`config.mk`:
```
export PLATFORM = sky130hd
export DESIGN_NAME = mem_port_arbiter
export DESIGN_NICKNAME = d
export VERILOG_FILES = /design/src/rtl/mem_port_arbiter.sv
export SDC_FILE = /design/constraint.sdc
export NUM_CORES = 1
export LEC_CHECK = 0
export BUFFER_PORTS_ARGS = -buffer_cell sky130_fd_sc_hd__buf_2
export CAP_MARGIN = 20
export CORE_AREA = 2 2 214 216
export CTS_CLUSTER_DIAMETER = 50
export DETAILED_ROUTE_END_ITERATION = 8
export DIE_AREA = 0 0 216 218
export SLEW_MARGIN = 20
export SYNTH_ARGS = -nofsm -noshare
export SYNTH_HDL_FRONTEND = slang
export SYNTH_SLANG_ARGS = --single-unit
```
`constraint.sdc`:
```
create_clock -name clk -period 4.67 [get_ports clk]
set_clock_uncertainty 0.1 [all_clocks]
set_input_delay 0.2335 -clock clk [delete_from_list [all_inputs] [get_ports clk]]
set_output_delay 0.2335 -clock clk [all_outputs]
set_load 0.02 [all_outputs]
```
`src/rtl/mem_port_arbiter.sv`:
```
// Arbiter sharing one single-outstanding memory port between ifetch (ibus) and data (dbus).
// Data wins by default; a starvation counter forces an ifetch grant after STARVE_MAX losses.
module mem_port_arbiter #(
    parameter int ADDR_W     = 64,
    parameter int DATA_W     = 64,
    parameter int STARVE_MAX = 4,
    localparam int STRB_W    = DATA_W / 8
) (
    input  logic              clk,
    input  logic              reset,
    input  logic              i_valid,
    input  logic [ADDR_W-1:0] i_addr,
    output logic              i_addr_ok,
    output logic              i_data_ok,
    output logic [DATA_W-1:0] i_rdata,
    input  logic              d_valid,
    input  logic [ADDR_W-1:0] d_addr,
    input  logic [2:0]        d_size,
    input  logic [STRB_W-1:0] d_strobe,
    input  logic [DATA_W-1:0] d_wdata,
    output logic              d_addr_ok,
    output logic              d_data_ok,
    output logic [DATA_W-1:0] d_rdata,
    output logic              m_valid,
    output logic [ADDR_W-1:0] m_addr,
    output logic [2:0]        m_size,
    output logic [STRB_W-1:0] m_strobe,
    output logic [DATA_W-1:0] m_wdata,
    input  logic              m_addr_ok,
    input  logic              m_data_ok,
    input  logic [DATA_W-1:0] m_rdata
);

    // state | meaning
    // IDLE  | no transaction; arbitrate between i_valid and d_valid
    // ADDR  | request presented downstream, waiting for m_addr_ok
    // DATA  | address accepted, waiting for m_data_ok
    typedef enum logic [2:0] {
        S_IDLE = 3'b001,
        S_ADDR = 3'b010,
        S_DATA = 3'b100
    } state_e;

    localparam int CNT_W = $clog2(STARVE_MAX + 1);
    localparam logic [CNT_W-1:0] CNT_MAX = CNT_W'(STARVE_MAX);

    state_e           state_q, state_d;
    logic             owner_q, owner_d;   // 1 = dbus owns the port
    logic [CNT_W-1:0] starve_q, starve_d;
    logic             owner_valid;
    logic             ack_addr;
    logic             ack_data;

    assign owner_valid = owner_q ? d_valid : i_valid;

    always_ff @(posedge clk or negedge reset) begin
        if (!reset) begin
            state_q  <= S_IDLE;
            owner_q  <= 1'b0;
            starve_q <= '0;
        end else begin
            state_q  <= state_d;
            owner_q  <= owner_d;
            starve_q <= starve_d;
        end
    end

    always_comb begin
        state_d   = state_q;
        owner_d   = owner_q;
        starve_d  = starve_q;
        ack_addr  = 1'b0;
        ack_data  = 1'b0;
        m_valid   = 1'b0;
        m_addr    = '0;
        m_size    = 3'd0;
        m_strobe  = '0;
        m_wdata   = '0;
        i_addr_ok = 1'b0;
        d_addr_ok = 1'b0;
        i_data_ok = 1'b0;
        d_data_ok = 1'b0;
        i_rdata   = '0;
        d_rdata   = '0;

        unique case (state_q)
            S_IDLE: begin
                if (d_valid && !(i_valid && starve_q == CNT_MAX)) begin
                    owner_d = 1'b1;
                    state_d = S_ADDR;
                    if (i_valid) begin
                        starve_d = starve_q + CNT_W'(1);
                    end
                end else if (i_valid) begin
                    owner_d  = 1'b0;
                    state_d  = S_ADDR;
                    starve_d = '0;
                end
            end
            S_ADDR: begin
                if (!owner_valid) begin
                    // requester withdrew (flush) before the address was taken
                    state_d = S_IDLE;
                end else begin
                    m_valid  = 1'b1;
                    m_addr   = owner_q ? d_addr : i_addr;
                    m_size   = owner_q ? d_size : 3'd2;
                    m_strobe = owner_q ? d_strobe : '0;
                    m_wdata  = owner_q ? d_wdata : '0;
                    if (m_addr_ok) begin
                        ack_addr = 1'b1;
                        if (m_data_ok) begin
                            ack_data = 1'b1;
                            state_d  = S_IDLE;
                        end else begin
                            state_d = S_DATA;
                        end
                    end
                end
            end
            S_DATA: begin
                if (m_data_ok) begin
                    ack_data = owner_valid;
                    state_d  = S_IDLE;
                end
            end
            default: state_d = S_IDLE;
        endcase

        i_addr_ok = ack_addr && !owner_q;
        d_addr_ok = ack_addr && owner_q;
        i_data_ok = ack_data && !owner_q;
        d_data_ok = ack_data && owner_q;
        if (i_data_ok) begin
            i_rdata = m_rdata;
        end
        if (d_data_ok) begin
            d_rdata = m_rdata;
        end
    end

    a_state_onehot: assert property (@(posedge clk) disable iff (!reset) $onehot(state_q));
    a_mvalid_addr:  assert property (@(posedge clk) disable iff (!reset) m_valid |-> state_q == S_ADDR);
    a_one_data_ok:  assert property (@(posedge clk) disable iff (!reset) !(i_data_ok && d_data_ok));

endmodule

```
Yosys cells after proc, flatten, opt, wreduce, memory -nomap -nowiden

Index checks and enable logic that the tools add are counted.

Add/subtract/negate cells: 1
Equality and inequality tests: 7
Muxes and demuxes: 37
Reduce and logical (&&, ||, !) cells: 12

Operator list:

| cell                                          | number |
|---|---|
| 2-to-1 mux 64 bit                             | 8 |
| 2-to-1 mux 3 bit                              | 12 |
| 2-to-1 mux 8 bit                              | 3 |
| 2-to-1 mux 1 bit                              | 12 |
| case mux 3 bit (3 select lines)               | 1 |
| == test 3 bit, second input constant          | 2 |
| logical AND 1 bit                             | 6 |
| != test 3 bit, second input constant          | 2 |
| AND reduction 2 bit                           | 2 |
| adder 3 x 1 -> 3 bit, second input constant   | 1 |
| == test 3 x 1 -> 1 bit, second input constant | 1 |
| == test 3 x 2 -> 1 bit, second input constant | 1 |
| AND reduction 3 bit                           | 1 |
| logical NOT 1 bit                             | 2 |
| != test 2 bit, second input constant          | 1 |
| case mux 1 bit (2 select lines)               | 1 |
| nonzero test 2 bit                            | 1 |

Flip-flop bits (word level): 7
Output and inout port bits: 272
Word-level logic and storage cells: 60

Depth between registers and ports, before layout

Depth after elaboration: 6
Mapped depth: 6
Gate-level depth less buffers: 5

Worst setup path before layout

Ideal clock, no wire load.

Path type: register to output
Start point: register state_q[1]
End point: output i_rdata[54]
Arrival time: 1650 ps
Path slack: 2687 ps
Cell stages (with the launch flop): 5
Cell sequence: dfrtp_1 -> nand2b_1 -> a2111oi_4 -> buf_2 -> and2_1

Cells in the longest elaborated chain, start to end: 4
Elaborated cells between the ends (all ways): 5
Those cells by class: 2 x eq/ne; 2 x mux; 1 x reduce/logical

RTL lines:

| element                                                 | RTL line | text |
|---|---|---|
| start, declared                                         | 47       | `state_e state_q, state_d;` |
| start signal, assigned                                  | 62       | `state_q <= state_d;` |
| == test 3 bit or == test 3 x 2 -> 1 bit (tied branches) | 86       | `unique case (state_q)` |
| case mux 1 bit (2 select lines) *                       | 86       |  |
| logical AND 1 bit *                                     | 132      | `i_data_ok = ack_data && !owner_q;` |
| via i_data_ok                                           | 14       | `output logic i_data_ok,` |
| 2-to-1 mux 64 bit *                                     | 134      | `if (i_data_ok) begin` |
| end, declared                                           | 15       | `output logic [DATA_W-1:0] i_rdata,` |

Mark *: on every way through the listed nets, which the timed path passes. The rest lies on a longest branch.

Final worst setup path

Start point: register owner_q
End point: output d_rdata[32]

Cells in the longest elaborated chain, start to end: 5
Elaborated cells between the ends (all ways): 6
Those cells by class: 5 x mux; 1 x reduce/logical

RTL lines:

| element                                    | RTL line | text |
|---|---|---|
| start, declared                            | 48       | `logic owner_q, owner_d;` |
| start signal, assigned                     | 63       | `owner_q <= owner_d;` |
| 2-to-1 mux 1 bit                           | 54       | `assign owner_valid = owner_q ? d_valid : i_valid;` |
| 2-to-1 mux 1 bit, on equally long branches | 122, 101 |  |
| case mux 1 bit (2 select lines)            | 86       |  |
| logical AND 1 bit *                        | 133      | `d_data_ok = ack_data && owner_q;` |
| 2-to-1 mux 64 bit *                        | 137      | `if (d_data_ok) begin` |
| end, declared                              | 23       | `output logic [DATA_W-1:0] d_rdata,` |

Every way passes the cells marked *; elsewhere a longest branch is shown, timed or not.

==> impl_metrics.toml <==
[status]
status = "finished, final reports clean"

[yosys]
synth_seq_area_share = 0.0624
synth_enable_flop_cells = 0
postSynth.asyncResetShare = 1.00
ys_ff_latch = 7
syn_nets = 699
avgSynthCellArea_sq_um = 6.67
netlist_area_sq_um = 2830
yosys_warnings = 0
ys_types = 31
syn_inst = 424
synth_ff_type = "dfrtp_1"

[pwr]
intPower_w = 0.000665
p_comb_frac = 0.754
power_density_nw_per_um2 = 222
p_leak_nw = 4.23
p_sw_frac = 0.527
ir_drop_uv = 159
p_seq_frac = 0.140
p_switching_w = 0.000740
pwr-share-clk = 0.105

[clock_tree]
cts-root-buf = "clkbuf_16"
cts_setup_buffers = 0
path_clk_slew_ns = 0.04
cts_max_path_buffers = 2
cts_max_level = 1
cts_tree = "built"
insertion_delay_ns = 0.23
clock-sinks = 7
numCtsBuffers = 3

[setup_path]
cp.arrival_ns = 2.78
required_ns = 4.34
crit_path_max_fanout = 67
max_stage_delay_ns = 0.89
crit_chain = "mux2i_1 -> a211oi_4 -> buf_4 -> and3_1 -> buf_2"
worst_setup_path_start_kind = "flop"
path_class = "flop to output pin"
crit_path_end_kind = "output pin"
cp_slowest_cell = "dfrtp_4"

[floorplan]
row_count = 78
fp.dieArea_sq_um = 47100
fp.dieH_microns = 218
start_util = 0.0630
core_sq_um = 44900
num_io_pins = 545
die_w_microns = 216

[detailed_routing]
dr.pass1.iters = 4
wire_per_inst_microns = 13.0
dr.first_iter.drc_count = 276
drtAntennaViolNets = 0
drc = 0
vias = 5046
wl_mm = 20.0
vias_per_cell = 3.28

[worst_hold_path]
hp-class = "input port to flop"

[sta]
rsz0062_at_grt = "false"
max_slew_margin = 0.317
setup_viol = 0
hold_slack_ns = 0.167
setup_slack_ns = 1.56
tightest_slew_ns = 1.02
fmax_ghz = 0.321
min_period_ns = 3.11
slew_violations = 0
hold_viol = 0
period_share = 0.667
final.setup.tns_ns = 0

[global_routing]
gr-max-usage-layer = "met2"
grt_pass1_vias = 4255
grt_pass1_wl_mm = 26.1
grtUsageTotal = 0.0741
grt_use_met3 = 0.0181
grt_antenna_before_repair = 1
grt_max_degree = 83
use_met2 = 0.130
grt_overflow_total = 0
grtUsageMet1 = 0.0910

[flow_run]
maxCapViolCount = 0

[placement]
post-place-ws_ns = 1.76
dp.cells = 1532
numPortBuffers = 544
placed_cell_area_sq_um = 6230
place_congestion = 0.800
dpl.hpwl_mm = 17.1

[final_layout]
diodes = 0
finalInstanceArea_sq_um = 6320
layout.nets = 1213
layout_common_cells = "buf_2, and2_1, nor2_1"
final_common_cell = "buf_2"
area_growth_pct = 124
drive_gt1_frac = 0.601
fin_cells = 1537
fillerInstances = 5230
-- routing by layer --
metal,vias to the layer above,share of wire,wire length (microns)
li1,2424,-,-
met1,2231,0.39,7780
met2,376,0.49,9720
met3,13,0.11,2190
met4,2,0.015,304
met5,-,0.00065,13
-- cell usage after synthesis (2+ instances only) --
library cell | count | area [sq um]
a21oi_1 | 3 | 15.0
clkbuf_1 | 20 | 75.1
clkbuf_2 | 9 | 45.0
nand2b_1 | 3 | 18.8
nor3_1 | 2 | 10.0
inv_1 | 4 | 15.0
ha_1 | 2 | 25.0
buf_2 | 10 | 50.1
dfrtp_1 | 6 | 150
mux2_2 | 2 | 22.5
nor2_1 | 68 | 255
mux2i_1 | 65 | 651
and3b_1 | 2 | 17.5
nand2_1 | 5 | 18.8
buf_1 | 4 | 15.0
nor3b_1 | 3 | 22.5
and2_1 | 138 | 863
and3_1 | 64 | 400
a2bb2oi_1 | 2 | 17.5
-- sequential cells by signal (all words and copies together) (netlist names) --
name / cells
state_q: 3
owner_q: 1
starve_q: 3
-- cells by family after synthesis --
group	count (synthesis)	share of synthesized area
compound gates	13	0.0425
fa+ha+maj	2	0.00885
buf+inv	47	0.0708
flops	7	0.0624
mux	67	0.238
simple gates	288	0.577
-- worst max-delay path: cells and delay by family, from the launching register on --
family	cells	cell delay, ns
AO/OA/AOI/OAI	1	0.22
buffers and inverters	2	0.66
flip-flops	1	0.89
multiplexers	1	0.33
AND/OR/NAND/NOR	1	0.35
-- power by group through the flow --
stage | combinational, W | clock [W] | sequential, W
6_report | 0.00106 | 0.000148 | 0.000197
5_1_grt | 0.00115 | 0.000156 | 0.000212
4_1_cts | 0.00107 | 0.000149 | 0.000201
3_5_place_dp | 0.00107 | 0 | 0.000201
3_3_place_gp | 0.00106 | 0 | 0.000200
2_1_floorplan | 0.000767 | 0 | 0.000107
-- layout make-up --
| cell class | count | area [sq um] | share of cell area |
|---|---|---|---|
| Sequential cell | 7 | 180 | 0.0285 |
| Multi-Input combinational cell | 370 | 2470 | 0.391 |
| Timing Repair Buffer | 552 | 2830 | 0.447 |
| Inverter | 4 | 15.0 | 0.00238 |
| Tap cell | 600 | 751 | 0.119 |
| Clock buffer | 4 | 78.8 | 0.0125 |
-- final timing paths --
path,slack [ns],depth (start not counted),to,startpoint
setup / recovery,1.56,5,d_rdata[32],owner_q
hold / removal,0.17,2,state_q[1],m_addr_ok
setup reg to reg,2.29,4,state_q[0],owner_q
hold reg to reg,0.44,1,starve_q[2],starve_q[2]
max in group asynchronous,3.93,2,state_q[0],reset
min in group asynchronous,0.30,2,state_q[1],reset
-- timing repair --
item | 4_1_cts | 5_1_grt
gates resized for setup | 0 | 0
hold buffers | 1 | 0
endpoints found under the hold margin | 7 | 0
-- through the flow --
stage | total power, W | util
floorplan | 0.000874 | -
global placement | 0.00126 | 0.138
detailed placement | 0.00127 | 0.139
CTS | 0.00142 | 0.141
global route | 0.00152 | 0.141
finish | 0.00141 | 0.141
Note: power is estimated with default switching activity, not from simulation.
